## config.mk

```make
export PLATFORM = sky130hd
export DESIGN_NAME = tdm_frame_assembler_flat
export DESIGN_NICKNAME = d
export VERILOG_FILES = /design/src/rtl/tdm_pkg.sv /design/src/rtl/tdm_frame_assembler_if.sv /design/src/rtl/tdm_chan_counter.sv /design/src/rtl/tdm_frame_assembler.sv /design/src/flat_wrapper.sv
export SDC_FILE = /design/constraint.sdc
export NUM_CORES = 1
export LEC_CHECK = 0
export BUFFER_PORTS_ARGS = -buffer_cell sky130_fd_sc_hd__buf_2
export CORE_MARGIN = 1
export CORE_UTILIZATION = 55
export DETAILED_ROUTE_END_ITERATION = 16
export HOLD_SLACK_MARGIN = 0.03
export MAX_ROUTING_LAYER = met4
export PLACE_DENSITY = 0.85
export SLEW_MARGIN = 5
export SYNTH_ARGS = -nofsm -noshare
export SYNTH_HDL_FRONTEND = slang
export SYNTH_HIERARCHICAL = 1
export SYNTH_SLANG_ARGS = --single-unit
```

## constraint.sdc

```tcl
create_clock -name clk -period 2.65 [get_ports clk]
set_input_delay 0.53 -clock clk [delete_from_list [all_inputs] [get_ports clk]]
set_output_delay 0.53 -clock clk [all_outputs]
set_load 0.005 [all_outputs]
```

## src/rtl/tdm_pkg.sv

```systemverilog
// Shared constants, channel index type and FSM state encoding for the
// TDM frame assembler.
package tdm_pkg;

    localparam int TDM_NUM_CHANNELS = 4;
    localparam int TDM_DATA_WIDTH   = 16;

    typedef logic [$clog2(TDM_NUM_CHANNELS)-1:0] ch_idx_t;

    typedef enum logic {
        SEEK = 1'b0,
        FILL = 1'b1
    } state_t;

endpackage

```

## src/rtl/tdm_frame_assembler_if.sv

```systemverilog
// Serial sample input / parallel frame output bundle of the TDM assembler.
// TDM_ALIGN_CHECK_EN adds the sticky align_err status signal.
interface tdm_frame_assembler_if
    import tdm_pkg::*;
#(
    parameter int NUM_CHANNELS = TDM_NUM_CHANNELS,
    parameter int DATA_WIDTH   = TDM_DATA_WIDTH
);

    logic                                   in_valid;
    logic                                   in_sof;
    logic [DATA_WIDTH-1:0]                  in_data;
    logic                                   out_valid;
    logic                                   out_ready;
    logic [NUM_CHANNELS-1:0][DATA_WIDTH-1:0] out_data;
    logic                                   overflow;
`ifdef TDM_ALIGN_CHECK_EN
    logic                                   align_err;
`endif

    modport master (
        output in_valid,
        output in_sof,
        output in_data,
        output out_ready,
        input  out_valid,
        input  out_data,
        input  overflow
`ifdef TDM_ALIGN_CHECK_EN
        ,
        input  align_err
`endif
    );

    modport slave (
        input  in_valid,
        input  in_sof,
        input  in_data,
        input  out_ready,
        output out_valid,
        output out_data,
        output overflow
`ifdef TDM_ALIGN_CHECK_EN
        ,
        output align_err
`endif
    );

endinterface

```

## src/rtl/tdm_chan_counter.sv

```systemverilog
// Wrapping TDM channel index. A clear and an increment in the same cycle
// yield index 1, which is exactly what a start-of-frame sample needs.
module tdm_chan_counter
    import tdm_pkg::*;
#(
    parameter int NUM_CHANNELS = TDM_NUM_CHANNELS
) (
    input  logic                            clk,
    input  logic                            reset,
    input  logic                            i_inc,
    input  logic                            i_clr,
    output logic [$clog2(NUM_CHANNELS)-1:0] o_idx,
    output logic                            o_last
);

    localparam int CW = $clog2(NUM_CHANNELS);
    localparam logic [CW-1:0] LAST = CW'(NUM_CHANNELS - 1);

    logic [CW-1:0] r_idx;
    logic [CW-1:0] w_base;
    logic [CW-1:0] w_next;

    always_comb begin
        w_base = i_clr ? '0 : r_idx;
        w_next = w_base;
        if (i_inc) begin
            w_next = (w_base == LAST) ? '0 : w_base + CW'(1);
        end
    end

    always_ff @(posedge clk or negedge reset) begin
        if (!reset) begin
            r_idx <= '0;
        end else begin
            r_idx <= w_next;
        end
    end

    assign o_idx  = r_idx;
    assign o_last = (r_idx == LAST);

endmodule

```

## src/rtl/tdm_frame_assembler.sv

```systemverilog
// Collects serialized TDM samples into a parallel frame with a one-deep
// output register. TDM_ALIGN_CHECK_EN adds a sticky align_err flag.
module tdm_frame_assembler
    import tdm_pkg::*;
#(
    parameter int NUM_CHANNELS = TDM_NUM_CHANNELS,
    parameter int DATA_WIDTH   = TDM_DATA_WIDTH
) (
    input  logic                  clk,
    input  logic                  reset,
    tdm_frame_assembler_if.slave  bus
);

    localparam int CW = $clog2(NUM_CHANNELS);

    state_t r_state;
    state_t w_state_nxt;

    logic [CW-1:0] w_idx;
    logic [CW-1:0] w_wr_idx;
    logic          w_last;
    logic          w_sof;
    logic          w_accept;
    logic          w_complete;

    // The last slot is never buffered: it comes straight from in_data.
    logic [NUM_CHANNELS-2:0][DATA_WIDTH-1:0] r_buf;
    logic [NUM_CHANNELS-1:0][DATA_WIDTH-1:0] w_frame;
    logic [NUM_CHANNELS-1:0][DATA_WIDTH-1:0] r_out_data;
    logic                                   r_out_valid;
    logic                                   r_overflow;

    tdm_chan_counter #(
        .NUM_CHANNELS (NUM_CHANNELS)
    ) u_cnt (
        .clk    (clk),
        .reset  (reset),
        .i_inc  (w_accept),
        .i_clr  (w_sof),
        .o_idx  (w_idx),
        .o_last (w_last)
    );

    always_comb begin
        w_sof       = bus.in_valid & bus.in_sof;
        w_accept    = bus.in_valid & ((r_state == FILL) | bus.in_sof);
        w_wr_idx    = w_sof ? '0 : w_idx;
        w_complete  = w_accept & ~bus.in_sof & w_last;
        w_state_nxt = r_state;
        if (w_sof) begin
            w_state_nxt = FILL;
        end
    end

    always_ff @(posedge clk or negedge reset) begin
        if (!reset) begin
            r_state <= SEEK;
        end else begin
            r_state <= w_state_nxt;
        end
    end

    always_ff @(posedge clk or negedge reset) begin
        if (!reset) begin
            r_buf <= '0;
        end else begin
            for (int i = 0; i < NUM_CHANNELS - 1; i++) begin
                if (w_accept && (w_wr_idx == CW'(i))) begin
                    r_buf[i] <= bus.in_data;
                end
            end
        end
    end

    assign w_frame = {bus.in_data, r_buf};

    // A completed frame only replaces the held one if the consumer frees it.
    always_ff @(posedge clk or negedge reset) begin
        if (!reset) begin
            r_out_data  <= '0;
            r_out_valid <= 1'b0;
            r_overflow  <= 1'b0;
        end else if (w_complete) begin
            if (!r_out_valid || bus.out_ready) begin
                r_out_data  <= w_frame;
                r_out_valid <= 1'b1;
            end else begin
                r_overflow  <= 1'b1;
            end
        end else if (r_out_valid && bus.out_ready) begin
            r_out_valid <= 1'b0;
        end
    end

    assign bus.out_data  = r_out_data;
    assign bus.out_valid = r_out_valid;
    assign bus.overflow  = r_overflow;

`ifdef TDM_ALIGN_CHECK_EN
    logic w_restart;
    logic r_align_err;

    assign w_restart = w_sof & (r_state == FILL) & (w_idx != '0);

    always_ff @(posedge clk or negedge reset) begin
        if (!reset) begin
            r_align_err <= 1'b0;
        end else if (w_restart) begin
            r_align_err <= 1'b1;
        end
    end

    assign bus.align_err = r_align_err;
`endif

endmodule

```

## src/flat_wrapper.sv

```systemverilog
// flat-port wrapper written by rule: the top's interface ports become plain ports
module tdm_frame_assembler_flat import tdm_pkg::*;
#(
    parameter int NUM_CHANNELS = TDM_NUM_CHANNELS,
    parameter int DATA_WIDTH   = TDM_DATA_WIDTH
)
  (clk, reset, bus_in_valid, bus_in_sof, bus_in_data, bus_out_ready, bus_out_valid, bus_out_data, bus_overflow);
  tdm_frame_assembler_if #(.NUM_CHANNELS(NUM_CHANNELS), .DATA_WIDTH(DATA_WIDTH)) bus_i ();
  input  logic clk;
  input  logic reset;
  input wire logic [$bits(bus_i.in_valid)-1:0] bus_in_valid;
  input wire logic [$bits(bus_i.in_sof)-1:0] bus_in_sof;
  input wire logic [$bits(bus_i.in_data)-1:0] bus_in_data;
  input wire logic [$bits(bus_i.out_ready)-1:0] bus_out_ready;
  output wire logic [$bits(bus_i.out_valid)-1:0] bus_out_valid;
  output wire logic [$bits(bus_i.out_data)-1:0] bus_out_data;
  output wire logic [$bits(bus_i.overflow)-1:0] bus_overflow;
  assign bus_i.in_valid = bus_in_valid;
  assign bus_i.in_sof = bus_in_sof;
  assign bus_i.in_data = bus_in_data;
  assign bus_i.out_ready = bus_out_ready;
  assign bus_out_valid = bus_i.out_valid;
  assign bus_out_data = bus_i.out_data;
  assign bus_overflow = bus_i.overflow;
  tdm_frame_assembler #(.NUM_CHANNELS(NUM_CHANNELS), .DATA_WIDTH(DATA_WIDTH)) u_core (.clk(clk), .reset(reset), .bus(bus_i));
endmodule
```

[Yosys cells after proc, flatten, opt, wreduce, memory -nomap -nowiden]
Index checks and enable logic that the tools add are counted.
Word-level totals
  register bits after elaboration: 117
  output and inout port bits: 66
  word-level logic and storage cells: 41
Operators by class
  add/subtract/negate cells: 1
  equality and inequality tests: 5
  muxes and demuxes: 6
  bitwise logic cells: 7
  reductions and logical operators: 11
Operator list (number)
  $eq 2x2->1 const B: 3
  $mux 2: 3
  $reduce_and 2->1: 3
  $and 1x1->1: 4
  $logic_and 1x1->1: 4
  $mux 1: 3
  $add 2x1->2 const B: 1
  $eq 2x1->1 const B: 1
  $logic_not 2->1: 1
  $ne 2x2->1 const B: 1
  $not 1->1: 2
  $reduce_bool 2->1: 1
  $logic_not 1->1: 1
  $logic_or 1x1->1: 1
  $or 1x1->1: 1

[Longest topological paths before layout]
Gate-level depths: netlist (run 1).
  depth in word-level cells: 6
  gate-level depth with buffers: 6
  gate-level depth less buffers: 4

[Modules after synthesis]
Netlist (run 1), hierarchy kept.
By module, submodules not included
  tdm_frame_assembler: instances 1, cells each 250, area each 4431.8 sq um, sequential area each 2877.8 sq um
  tdm_chan_counter: instances 1, cells each 8, area each 98.8 sq um, sequential area each 50.0 sq um

[Least setup slack after synthesis (run 1)]
Ideal clock, no wire load.
  path kind: input-to-reg
  from: in bus_in_sof
  to: reg u_core/r_buf[37] (netlist name)
  library setup time: 0.125 ns
  data arrival time: 1.544 ns
  required time: 2.525 ns
  slack: 0.981 ns
  cell stages on the path: 4
  path buffers: 1
  path through: nand3b_4 > nor3b_4 > buf_6 > mux2_2
Between the ends
  longest elaborated chain between the ends: 4
  elaborated cells between the ends (all ways): 6
  classes of those cells: eq/ne (1); mux (1); bitwise (3); reduce/logical (1)
RTL lines
  start: declaration: line flat_wrapper.sv:12  | input wire logic [$bits(bus_i.in_sof)-1:0] bus_in_sof;
  $and 1x1->1: line tdm_frame_assembler.sv:45  | w_sof = bus.in_valid & bus.in_sof;
  $mux 2: line tdm_frame_assembler.sv:47  | w_wr_idx = w_sof ? '0 : w_idx;
  $eq 2x2->1: line tdm_frame_assembler.sv:68  | if (w_accept && (w_wr_idx == CW'(i))) begin
  $logic_and 1x1->1 (*): line tdm_frame_assembler.sv:68
  end signal: indexed assignment: line tdm_frame_assembler.sv:69  | r_buf[i] <= bus.in_data;
  end: declaration: line tdm_frame_assembler.sv:27  | logic [NUM_CHANNELS-2:0][DATA_WIDTH-1:0] r_buf;
Every way passes the cells marked *; elsewhere a longest branch is shown, timed or not.
A chain may end at the register's enable or synchronous reset.

[Final worst setup path (run 1)]
  from: reg u_core.u_cnt.r_idx[0] (netlist: u_core/u_cnt/o_idx[0])
  to: reg u_core.r_out_data, in the netlist u_core/bus.out_data[5]
Between the ends
  longest elaborated chain between the ends: 3
RTL lines
  start: declaration: line tdm_chan_counter.sv:19  | logic [CW-1:0] r_idx;
  start signal: assignment: line tdm_chan_counter.sv:35  | r_idx <= w_next;
  $eq 2x2->1: line tdm_chan_counter.sv:40  | assign o_last = (r_idx == LAST);
  via u_core.w_last: line tdm_frame_assembler.sv:21  | logic w_last;
  $and 1x1->1: line tdm_frame_assembler.sv:48  | w_complete = w_accept & ~bus.in_sof & w_last;
  $reduce_and 2->1 (no source line)
  end signal: assignment: line tdm_frame_assembler.sv:85  | r_out_data <= w_frame;
  end: declaration: line tdm_frame_assembler.sv:29  | logic [NUM_CHANNELS-1:0][DATA_WIDTH-1:0] r_out_data;
The timed path passes the listed nets, and every way through them passes these cells.

==> impl_results.md, run 1 <==
* DRT iter0 DRCs at 120
* IO buf count at 86
* GPL Wtd Cong at 0.712
* Synth Area in Adders at 0
* Worst-Skew Late Latency at 0.51 ns
* Max IR drop VDD at approximately 630 uV
* Final period utilization at 0.781
* Fin cells at 475
* Initial antenna violation count at 0
* Arr. time, crit path at about 2.5 ns
* Slew headroom at 0.554
* Worst-path fanout max at 34
* Fin nets at 381
* Mapped Area at about 4500 um^2
* Yosys cell types at 20
* Crit. End Element: flop
* CTS Buf Count at 17
* Post-route cell area at roughly 5600 um^2
* Register area share after synthesis at 0.646
* Worst min path class: in2async
* Pwr dens at approximately 1200 nW/um^2
* Setup violators final at 0
* Routed via count at 2560
* Post-synthesis compound-gate area fraction at 0.00939
* Final hold vios at 0
* Status: finished, final reports clean
* CTS tree: built
* Vias per cell at 5.39
* Post CTS Setup Buffer Count at 0
* H-tree levels at 4
* Mean routed wirelength per cell at around 18 um
* Multiplexer share of the synthesized area at 0.278
* Setup tns final at 0 ns
* YS warnings at 6
* Setup ws final at between 0.5 and 0.6 ns
* # diodes at 0
* Die Wd at 92.8 um
* Largest family of logic cells by synthesized area: multiplexers
* CP Data Required Time at about 3.0 ns
* Combinational Power Share at 0.227
* Worst Tran Pin Value at ~0.67 ns
* Sequential Power Share at 0.435
* CP startpoint kind: flop
* Post-Syn Instances at ~260
* Clock slew at reported path FFs at ~0.05 ns
* FP Rows at 32
* Switching component of the power at ~1.8 mW
* Util after Layout at 0.718
* Clock root buffer: clkbuf_8
* Setup WS pre-CTS at approximately 0.52 ns
* Largest net degree at the start of global routing at 54
* Tmin final at approximately 2.1 ns
* Placed cells at ~440
* Synth Area in Simple Gates at 0.0276
* Synth-to-layout area growth at 24.4%
* DRT antenna net count at 0
* Die ar. at between 8000 and 9000 um^2
* Xor/xnor share of the synthesized area at 0.00193
* Clock power share at 0.338
* P_int at between 5 and 6 mW
* Post_cts resized at 0
* Grt ovf at 0
* Peak Freq at approximately 0.48 GHz
* Crit path kind: reg2reg
* Commonest non-fill, non-tap cells in the layout: dfrtp_1, mux2_2, buf_2, clkbuf_16, clkbuf_8
* Gr usage total at 0.237
* RSZ-0062 raised after global routing: false
* Max Clock Skew at roughly 0.007 ns
* Final slew viol count at 0
* DRC at 0
* Sw Share at 0.258
* Core area at about 7800 um^2
* Initial Utilization at 0.577
* Leakage power at ~2.7 nW
* Pre-antenna DRT Iters at 4
* Total wire length at ~8.8 mm
* R2R cell count at 5
* Die height at 92.8 um
* IO Count at 87
* Hold_buf cts at 0
* Max-cap violation count at 0
* First-pass GRT wire length at between 10 and 15 mm
* Hpwl dp at 5.50 mm
* Syn avg cell area at 17.6 um^2
* Clock tree buffer depth at 2
* Post-DP Area at 5020 um^2
* Vias in the first global route at ~2700
* Syn Nets at between 200 and 300
* Share of layout cells above drive strength 1 at 0.654
* Sink Count at 117
* Most common cell after layout, fill and taps aside: dfrtp_1
* Yosys reg bits at about 120
-- sequential cells by signal, indices dropped and copies added (netlist names) --
name,cells
u_core/bus.out_data,64
u_core/r_state,1
u_core/r_buf,48
u_core/bus.overflow,1
u_core/u_cnt/o_idx,2
u_core/bus.out_valid,1
-- routing by layer --
| metal | share of wire | vias to the layer above | track usage |
|---|---|---|---|
| li1 | - | 1130 | - |
| met1 | 0.42 | 1338 | 0.293 |
| met2 | 0.52 | 79 | 0.366 |
| met3 | 0.044 | 13 | 0.0722 |
| met4 | 0.017 | 0 | 0.0949 |
| met5 | 0 | - | - |
-- cell type report --
class                           instances  area, um^2
Tap cell                              102         128
Clock inverter                          8         120
Fill cell                             522        2210
Timing Repair Buffer                   93         523
Multi-Input combinational cell        131        1450
Sequential cell                       117        2930
Clock buffer                           24         490
-- worst max-delay path, cell delays in order, from the launching register on --
cell and delay (ns):
dfrtp_1 0.49, and2_2 0.19, nand4b_1 0.20, nor2b_4 0.40, buf_12 0.27, mux2_2 0.38
-- metrics by stage --
step	total power, mW	hold WS (ns)
final	6.85	0.0440
after global routing	7.20	0.0954
after CTS	6.92	0.0714
after detailed placement	4.54	0.488
after global placement	4.43	0.481
after floorplan	3.81	0.234
-- cells in the mapped netlist --
library cell | n | share of area
nand2b_1 | 2 | 0.0028
buf_6 | 4 | 0.0099
and2_2 | 2 | 0.0033
nand3b_1 | 1 | 0.0017
nor3b_1 | 1 | 0.0017
nand3b_4 | 1 | 0.0044
nor3b_4 | 2 | 0.0083
nand2_1 | 1 | 0.00083
buf_12 | 6 | 0.027
or2_2 | 1 | 0.0014
o21ai_2 | 1 | 0.0019
dfrtp_1 | 117 | 0.65
o21bai_1 | 1 | 0.0017
a21oi_2 | 1 | 0.0019
o21a_1 | 1 | 0.0017
nand4b_1 | 1 | 0.0019
nor2b_1 | 1 | 0.0014
mux2_2 | 112 | 0.28
a21bo_1 | 1 | 0.0022
xnor2_1 | 1 | 0.0019
-- final timing paths --
check                                        start                       to  slack, ns
min                                          reset  u_core/bus.out_data[12]       0.04
max                          u_core/u_cnt/o_idx[0]   u_core/bus.out_data[5]       0.58
min reg2reg                u_core/bus.out_data[51]  u_core/bus.out_data[51]       0.50
max reg2reg                  u_core/u_cnt/o_idx[0]   u_core/bus.out_data[5]       0.58
max in group asynchronous                    reset  u_core/bus.out_data[46]       1.88
min in group clk                   bus_in_data[11]         u_core/r_buf[11]       0.30
-- power groups by stage --
stage,combinational (mW),sequential [mW],clock [mW]
after detailed placement,1.56,2.99,0
after global routing,1.69,3.07,2.43
after CTS,1.59,2.98,2.35
after global placement,1.49,2.94,0
after floorplan,0.858,2.95,0
final,1.56,2.98,2.31
-- cell families after synthesis --
| kind of cell | count (synthesis) |
|---|---|
| buf+inv | 10 |
| mux | 112 |
| compound gates | 5 |
| flops | 117 |
| simple gates | 13 |
| xor+xnor | 1 |
(Power assumes the default switching activity.)
==> run 2, diff against run 1 <==
ABC_AREA = 1   (was default)
clock period = 1.92 ns   (was 2.65 ns; I/O delays follow)
==> run 2 against run 1 <==
  * Cell area increased by 3.8%
  * Clock-buffer cell count decreased by 5
  * Sequential power increased by 42%
  * Highest routed layer unchanged
  * Largest power group unchanged
  * Combinational power increased by 43%
  * Routed wire length increased by 36%
  * Sequential share of layout area decreased by 1.9 points
  * Critical path depth increased by 2
  * Hold slack improved by 0.13 ns
  * Maximum frequency increased by 25%
==> impl_results.md, run 2 <==
* Gr usage total at 0.303 (+0.0663)
* RSZ-0062 raised after global routing: false
* Max Clock Skew at 0.00568 ns (-0.00146 ns)
* Clock root buffer: clkbuf_8
* Number of synthesized flops with an enable pin at 0 (unchanged)
* Switching component of the power at 3.05 mW (+73%)
* Die Wd at 94.4 um (+1.7%)
* Max FFs per register at 64 (unchanged)
* Most instantiated cells after synthesis: nand2_1, dfrtp_1, nand3_1
* Share of layout cells above drive strength 1 at 0.226 (-0.428)
* CP max-delay cell: dfrtp_1
* Status: finished, final reports clean
* Clock power share at 0.343 (+0.005)
* Sink Count at 117 (unchanged)
* YS warnings at 6 (unchanged)
* CP top delay family: simple AND/OR/NAND/NOR gates
* Final period utilization at 0.861 (+0.0799)
* P_int at 6.76 mW (+33%)
* Most common cell after layout, fill and taps aside: nand2_1
* CTS tree: built
* Count leader, synth: nand2_1
* Yosys cell types at 17 (-15%)
* Hpwl dp at 7.45 mm (+36%)
* Worst Tran Pin Value at 0.503 ns (-0.166 ns)
* First-pass GRT wire length at 19.4 mm (+37%)
* Top cells by area, synth: dfrtp_1, nand2_1, nand3_1, buf_2, buf_6
* Post-route cell area at 5850 um^2 (+3.8%)
* Die height at 94.4 um (+1.7%)
* Crit path buf inv count at 2 (+1)
* Slew headroom at 0.664 (+0.110)
* DRT antenna net count at 0 (unchanged)
* Clock slew at reported path FFs at 0.06 ns (about the same)
* Vias in the first global route at 4016 (+48%)
* Post-DP Area at 5190 um^2 (+3.4%)
* H-tree levels at 4 (unchanged)
* Commonest non-fill, non-tap cells in the layout: nand2_1, dfrtp_1, nand3_1, buf_2, clkbuf_16
* Worst-path fanout max at 38 (+12%)
* Combinational Power Share at 0.228 (about the same)
* Initial antenna violation count at 0 (unchanged)
* # diodes at 0 (unchanged)
* Setup violators final at 0 (unchanged)
* Syn Nets at 542 (+94%)
* Sw Share at 0.311 (+0.0532)
* Post-Syn Instances at 521 (+100%)
* Worst min path class: in2reg
* Fin nets at 631 (+66%)
* Main synth FF type: dfrtp_1
* Ys async rst share at 1.00 (unchanged)
* Setup tns final at 0 ns (unchanged)
* Grt ovf at 0 (unchanged)
* FP Rows at 33 (+3.1%)
* Mapped Area at 4690 um^2 (+3.5%)
* Die ar. at 8900 um^2 (+3.5%)
* Register area share after synthesis at 0.624 (-0.0221)
* Sequential Power Share at 0.430 (-0.005)
* Share of the synthesized area in the top cell type at 0.624 (-0.0221)
* Synth-to-layout area growth at 24.7%
* Total wire length at 11.9 mm (+36%)
* DRC at 0 (unchanged)
* Util after Layout at 0.712 (-0.00621)
* Max IR drop VDD at 912 uV (+45%)
* Yosys reg bits at 117 (unchanged)
* IO buf count at 86 (unchanged)
* GPL Wtd Cong at 0.842 (+18%)
* Largest net degree at the start of global routing at 43 (-20%)
* Final slew viol count at 0 (unchanged)
* CP startpoint kind: flop
* Worst path most repeated cell: nand2_1
* Final hold vios at 0 (unchanged)
* Max-cap violation count at 0 (unchanged)
* Crit path kind: reg2reg
* Pwr dens at 1680 nW/um^2 (+38%)
* DRT iter0 DRCs at 440 (+270%)
* Arr. time, crit path at 2.10 ns (-0.36 ns)
* Worst-Skew Late Latency at 0.51 ns (about the same)
* CP Data Required Time at 2.36 ns (-0.68 ns)
* Initial Utilization at 0.571 (-0.00644)
* Core area at 8220 um^2 (+4.7%)
* Clock tree buffer depth at 2 (unchanged)
* Vias per cell at 5.64 (+4.7%)
* IO Count at 87 (unchanged)
* Post CTS Setup Buffer Count at 0 (unchanged)
* Tot Pwr at 9.81 mW (+43%)
* Syn avg cell area at 9.00 um^2 (-49%)
* Routed via count at 4108 (+60%)
* CTS Buf Count at 17 (unchanged)
* CP cell instances: nand2_1 -> inv_1 -> nand2_1 -> nor2_4 -> buf_4 -> nand3_1 -> nand2_1
* Pre-antenna DRT Iters at 7 (+3)
* Slowest stage delay, CP at 0.52 ns (+0.03 ns)
* Tmin final at 1.65 ns (-0.417 ns)
* Leakage power at 3.31 nW (+22%)
* Crit. End Element: flop
* Leading area contributor after synthesis: dfrtp_1
* Peak Freq at 0.605 GHz (+25%)
* Mean routed wirelength per cell at 16.4 um (-11%)
==> run 2: cell count changes after synthesis, moves of 3 or more <==
cell	previous run	this run
nand2_1	1	234
nand3_1	0	114
mux2_2	112	0
buf_2	0	17
inv_1	0	11
buf_12	6	0
buf_1	0	4
clkbuf_1	0	3
nand2_2	0	3
nor2_2	0	3
==> run 2: power groups by stage <==
stage	combinational [mW]	clock [mW]	sequential (mW)
after detailed placement	2.18	0	4.19
after global placement	2.06	0	4.15
after floorplan	1.12	0	4.15
after CTS	2.24	3.39	4.20
final	2.23	3.36	4.22
after global routing	2.55	3.51	4.33
==> run 2: worst reg2reg max path, stage by stage, from the launching register on <==
cell	delay, ns
dfrtp_1	0.52
nand2_1	0.12
inv_1	0.06
nand2_1	0.08
nor2_4	0.13
buf_4	0.37
nand3_1	0.19
nand2_1	0.12
==> run 2: metal layers <==
metal  GRT usage  wire [um]  up-vias
met5           -          0        -
met4       0.138        421        0
met3      0.0660        906       53
met2       0.486       6120      244
met1       0.369       4480     1961
li1            -          -     1850
==> run 2: worst paths after layout <==
check                                      start                       to  slack [ns]  depth (start not counted)
hold / removal                    bus_in_data[0]         u_core/r_buf[16]        0.17                          3
max in group asynchronous                  reset  u_core/bus.out_data[35]        0.83                          3
hold reg to reg                   u_core/r_state           u_core/r_state        0.46                          1
min in group asynchronous                  reset         u_core/r_buf[46]        0.38                          2
setup reg to reg           u_core/u_cnt/o_idx[0]   u_core/bus.out_data[0]        0.27                          7
setup / recovery           u_core/u_cnt/o_idx[0]   u_core/bus.out_data[0]        0.27                          7
==> run 2: cell type report <==
| class | instances | area [um^2] |
|---|---|---|
| Sequential cell | 117 | 2930 |
| Fill cell | 570 | 2370 |
| Multi-Input combinational cell | 362 | 1550 |
| Timing Repair Buffer | 101 | 561 |
| Clock buffer | 19 | 432 |
| Clock inverter | 13 | 205 |
| Tap cell | 105 | 131 |
| Inverter | 11 | 41.3 |
==> run 2: kinds of logic after synthesis <==
family,synth area share
AND/OR/NAND/NOR,0.324
flip-flops,0.624
buffers and inverters,0.0485
AO/OA/AOI/OAI,0.00347
==> run 2: per-stage QoR <==
stage	instances	worst slack, ns	hold WS (ns)
2_1_floorplan	521	0.620	0.0884
3_3_place_gp	695	0.345	0.368
3_5_place_dp	695	0.219	0.374
4_1_cts	728	0.168	0.159
5_1_grt	728	0.177	0.172
6_report	728	0.268	0.173
==> run 2: what timing repair did <==
item                       4_1_cts  5_1_grt
hold buffers                     1        0
gates resized for setup          0        1
setup endpoints to repair        0        1
hold endpoints to repair        31        0
==> run 3, diff against run 2 <==
CTS_BUF_LIST = sky130_fd_sc_hd__clkbuf_8   (was default)
PLACE_DENSITY = 0.79   (was 0.85)
==> run 3 against run 2 <==
  * Register-to-register slack lost 0.12 ns
  * Die area is the same
  * Via count is 6.8% lower
  * Sequential power is 1% lower
  * Utilization down 2.7 points
  * Highest routed layer unchanged
==> impl_results.md, run 3 (synthesis gave the netlist of run 2 again) <==
* Post CTS Setup Buffer Count at 0 (unchanged)
* # diodes at 0 (unchanged)
* Hold Path End: u_core/bus.out_data[61]
* Switching component of the power at 2.86 mW (-6.4%)
* Util after Layout at 0.684 (-0.0273)
* Hold depth at 3 (unchanged)
* RSZ-0062 raised after global routing: false
* Status: finished, final reports clean
* Hpwl dp at 7.19 mm (-3.6%)
* Clock root buffer: clkbuf_8
* Final slew viol count at 0 (unchanged)
* Routed via count at 3828 (-6.8%)
* Tmin final at 1.77 ns (+0.121 ns)
* Initial antenna violation count at 0 (unchanged)
* Post-route cell area at 5620 um^2 (-3.8%)
* GPL Wtd Cong at 0.891 (+5.8%)
* Max FFs per register at 64 (unchanged)
* Core area at 8220 um^2 (unchanged)
* First-pass GRT wire length at 17.8 mm (-8.4%)
* Total wire length at 10.8 mm (-9.4%)
* Vias per cell at 5.27 (-6.6%)
* Largest net degree at the start of global routing at 66 (+53%)
* Reg2reg setup slack at 0.15 ns (-0.12 ns)
* CTS Buf Count at 17 (unchanged)
* H-tree levels at 4 (unchanged)
* Synth-to-layout area growth at 19.9%
* CP Data Required Time at 2.22 ns (-0.14 ns)
* DRT iter0 DRCs at 383 (-13%)
* Worst-path fanout max at 17 (-55%)
* Combinational Power Share at 0.248 (+0.020)
* Crit path kind: reg2reg
* Sink Count at 117 (unchanged)
* R2R cell count at 4 (-3)
* Die height at 94.4 um (unchanged)
* Worst-Skew Late Latency at 0.41 ns (-0.10 ns)
* Crit Reg-Reg Startpoint: u_core/u_cnt/o_idx[0]
* DRC at 0 (unchanged)
* Crit. End Element: flop
* Share of layout cells above drive strength 1 at 0.225 (-0.000881)
* CTS tree: built
* FP Rows at 33 (unchanged)
* Hold_buf cts at 1 (unchanged)
* IO buf count at 86 (unchanged)
* Most common cell after layout, fill and taps aside: nand2_1
* Clock power share at 0.272 (-0.071)
* Clock tree buffer depth at 2 (unchanged)
* Fin nets at 629 (-0.32%)
* Slew headroom at 0.562 (-0.102)
* Max-cap violation count at 0 (unchanged)
* Sw Share at 0.330 (+0.0184)
* Mean routed wirelength per cell at 14.9 um (-9.2%)
* CP startpoint kind: flop
* Placed cells at 693 (-0.29%)
* IO Count at 87 (unchanged)
* Arr. time, crit path at 2.07 ns (-0.03 ns)
* Grt ovf at 0 (unchanged)
* Leakage power at 3.20 nW (-3.2%)
* Pre-antenna DRT Iters at 6 (-1)
* Fin cells at 726 (-0.27%)
* Gr usage total at 0.275 (-0.0280)
* Die ar. at 8900 um^2 (unchanged)
* Final period utilization at 0.923 (+0.0628)
* Sequential Power Share at 0.480 (+0.050)
* Post_cts resized at 0 (unchanged)
* Max IR drop VDD at 767 uV (-16%)
* Commonest non-fill, non-tap cells in the layout: nand2_1, dfrtp_1, nand3_1, buf_2, clkbuf_8
* Initial Utilization at 0.571 (unchanged)
* Clock slew at reported path FFs at 0.08 ns (+0.02 ns)
* Pwr dens at 1540 nW/um^2 (-8.1%)
* DRT antenna net count at 0 (unchanged)
* Worst Tran Pin Value at 0.657 ns (+0.154 ns)
* Final hold vios at 0 (unchanged)
* Max Clock Skew at 0.00921 ns (+0.00353 ns)
* Reg2reg end: u_core/r_buf[12]
* Setup violators final at 0 (unchanged)
* Worst min path class: in2reg
* P_int at 5.81 mW (-14%)
* Setup tns final at 0 ns (unchanged)
* Die Wd at 94.4 um (unchanged)
* Vias in the first global route at 3717 (-7.4%)
* Post-DP Area at 5190 um^2 (about the same)
* Hold Path Origin: bus_in_data[13]
* Peak Freq at 0.564 GHz (-6.8%)
==> run 3: cell count changes in the layout (fill, tap and decap cells not counted), sizes merged <==
cell,delta
buf,-2
bufinv,-2
clkbuf,-1
clkinv,-1
inv,+4
==> run 3: stage by stage <==
stage	total power, mW	setup slack (ns)	hold slack (ns)
CTS	8.74	0.197	0.250
detailed placement	6.36	0.232	0.349
finish	8.67	0.147	0.268
global route	9.29	0.0409	0.251
global placement	6.23	0.319	0.346
floorplan	5.27	0.620	0.0884
==> run 3: worst max-delay path: stages (launching register included) <==
cell and delay [ns]:
dfrtp_1 0.47, o21ai_2 0.58, nand2_2 0.37, nand2_1 0.16, nand2_1 0.07
==> run 3: power groups by stage <==
stage	sequential, mW	clock (mW)	combinational, mW
floorplan	4.15	0	1.12
global placement	4.16	0	2.07
detailed placement	4.19	0	2.17
CTS	4.17	2.39	2.18
global route	4.29	2.51	2.48
finish	4.17	2.35	2.15
==> run 3: layout make-up <==
| type | count | area [um^2] |
|---|---|---|
| flip-flops and latches | 117 | 2930 |
| repair buffers | 99 | 558 |
| clock inverters | 14 | 175 |
| fillers | 672 | 2590 |
| multi-input cells | 362 | 1540 |
| inverters | 11 | 41.3 |
| clock buffers | 18 | 248 |
| well taps | 105 | 131 |
==> run 3: how the worst max path moves through the flow <==
stage	startpoint	to	depth (start not counted)
after floorplan	u_core/u_cnt/o_idx[0]	u_core/bus.out_data[32]	9
after global placement	u_core/u_cnt/o_idx[0]	u_core/r_buf[10]	4
after detailed placement	u_core/u_cnt/o_idx[0]	u_core/r_buf[12]	4
after CTS	u_core/u_cnt/o_idx[0]	u_core/r_buf[12]	4
after global routing	u_core/u_cnt/o_idx[0]	u_core/r_buf[12]	4
final	u_core/u_cnt/o_idx[0]	u_core/r_buf[12]	4
==> run 3: routing by layer <==
metal	vias up	GRT usage	part of all wire
met5	-	-	0
met4	0	0.108	0.020
met1	1842	0.350	0.42
met3	18	0.0596	0.049
li1	1840	-	-
met2	128	0.433	0.51
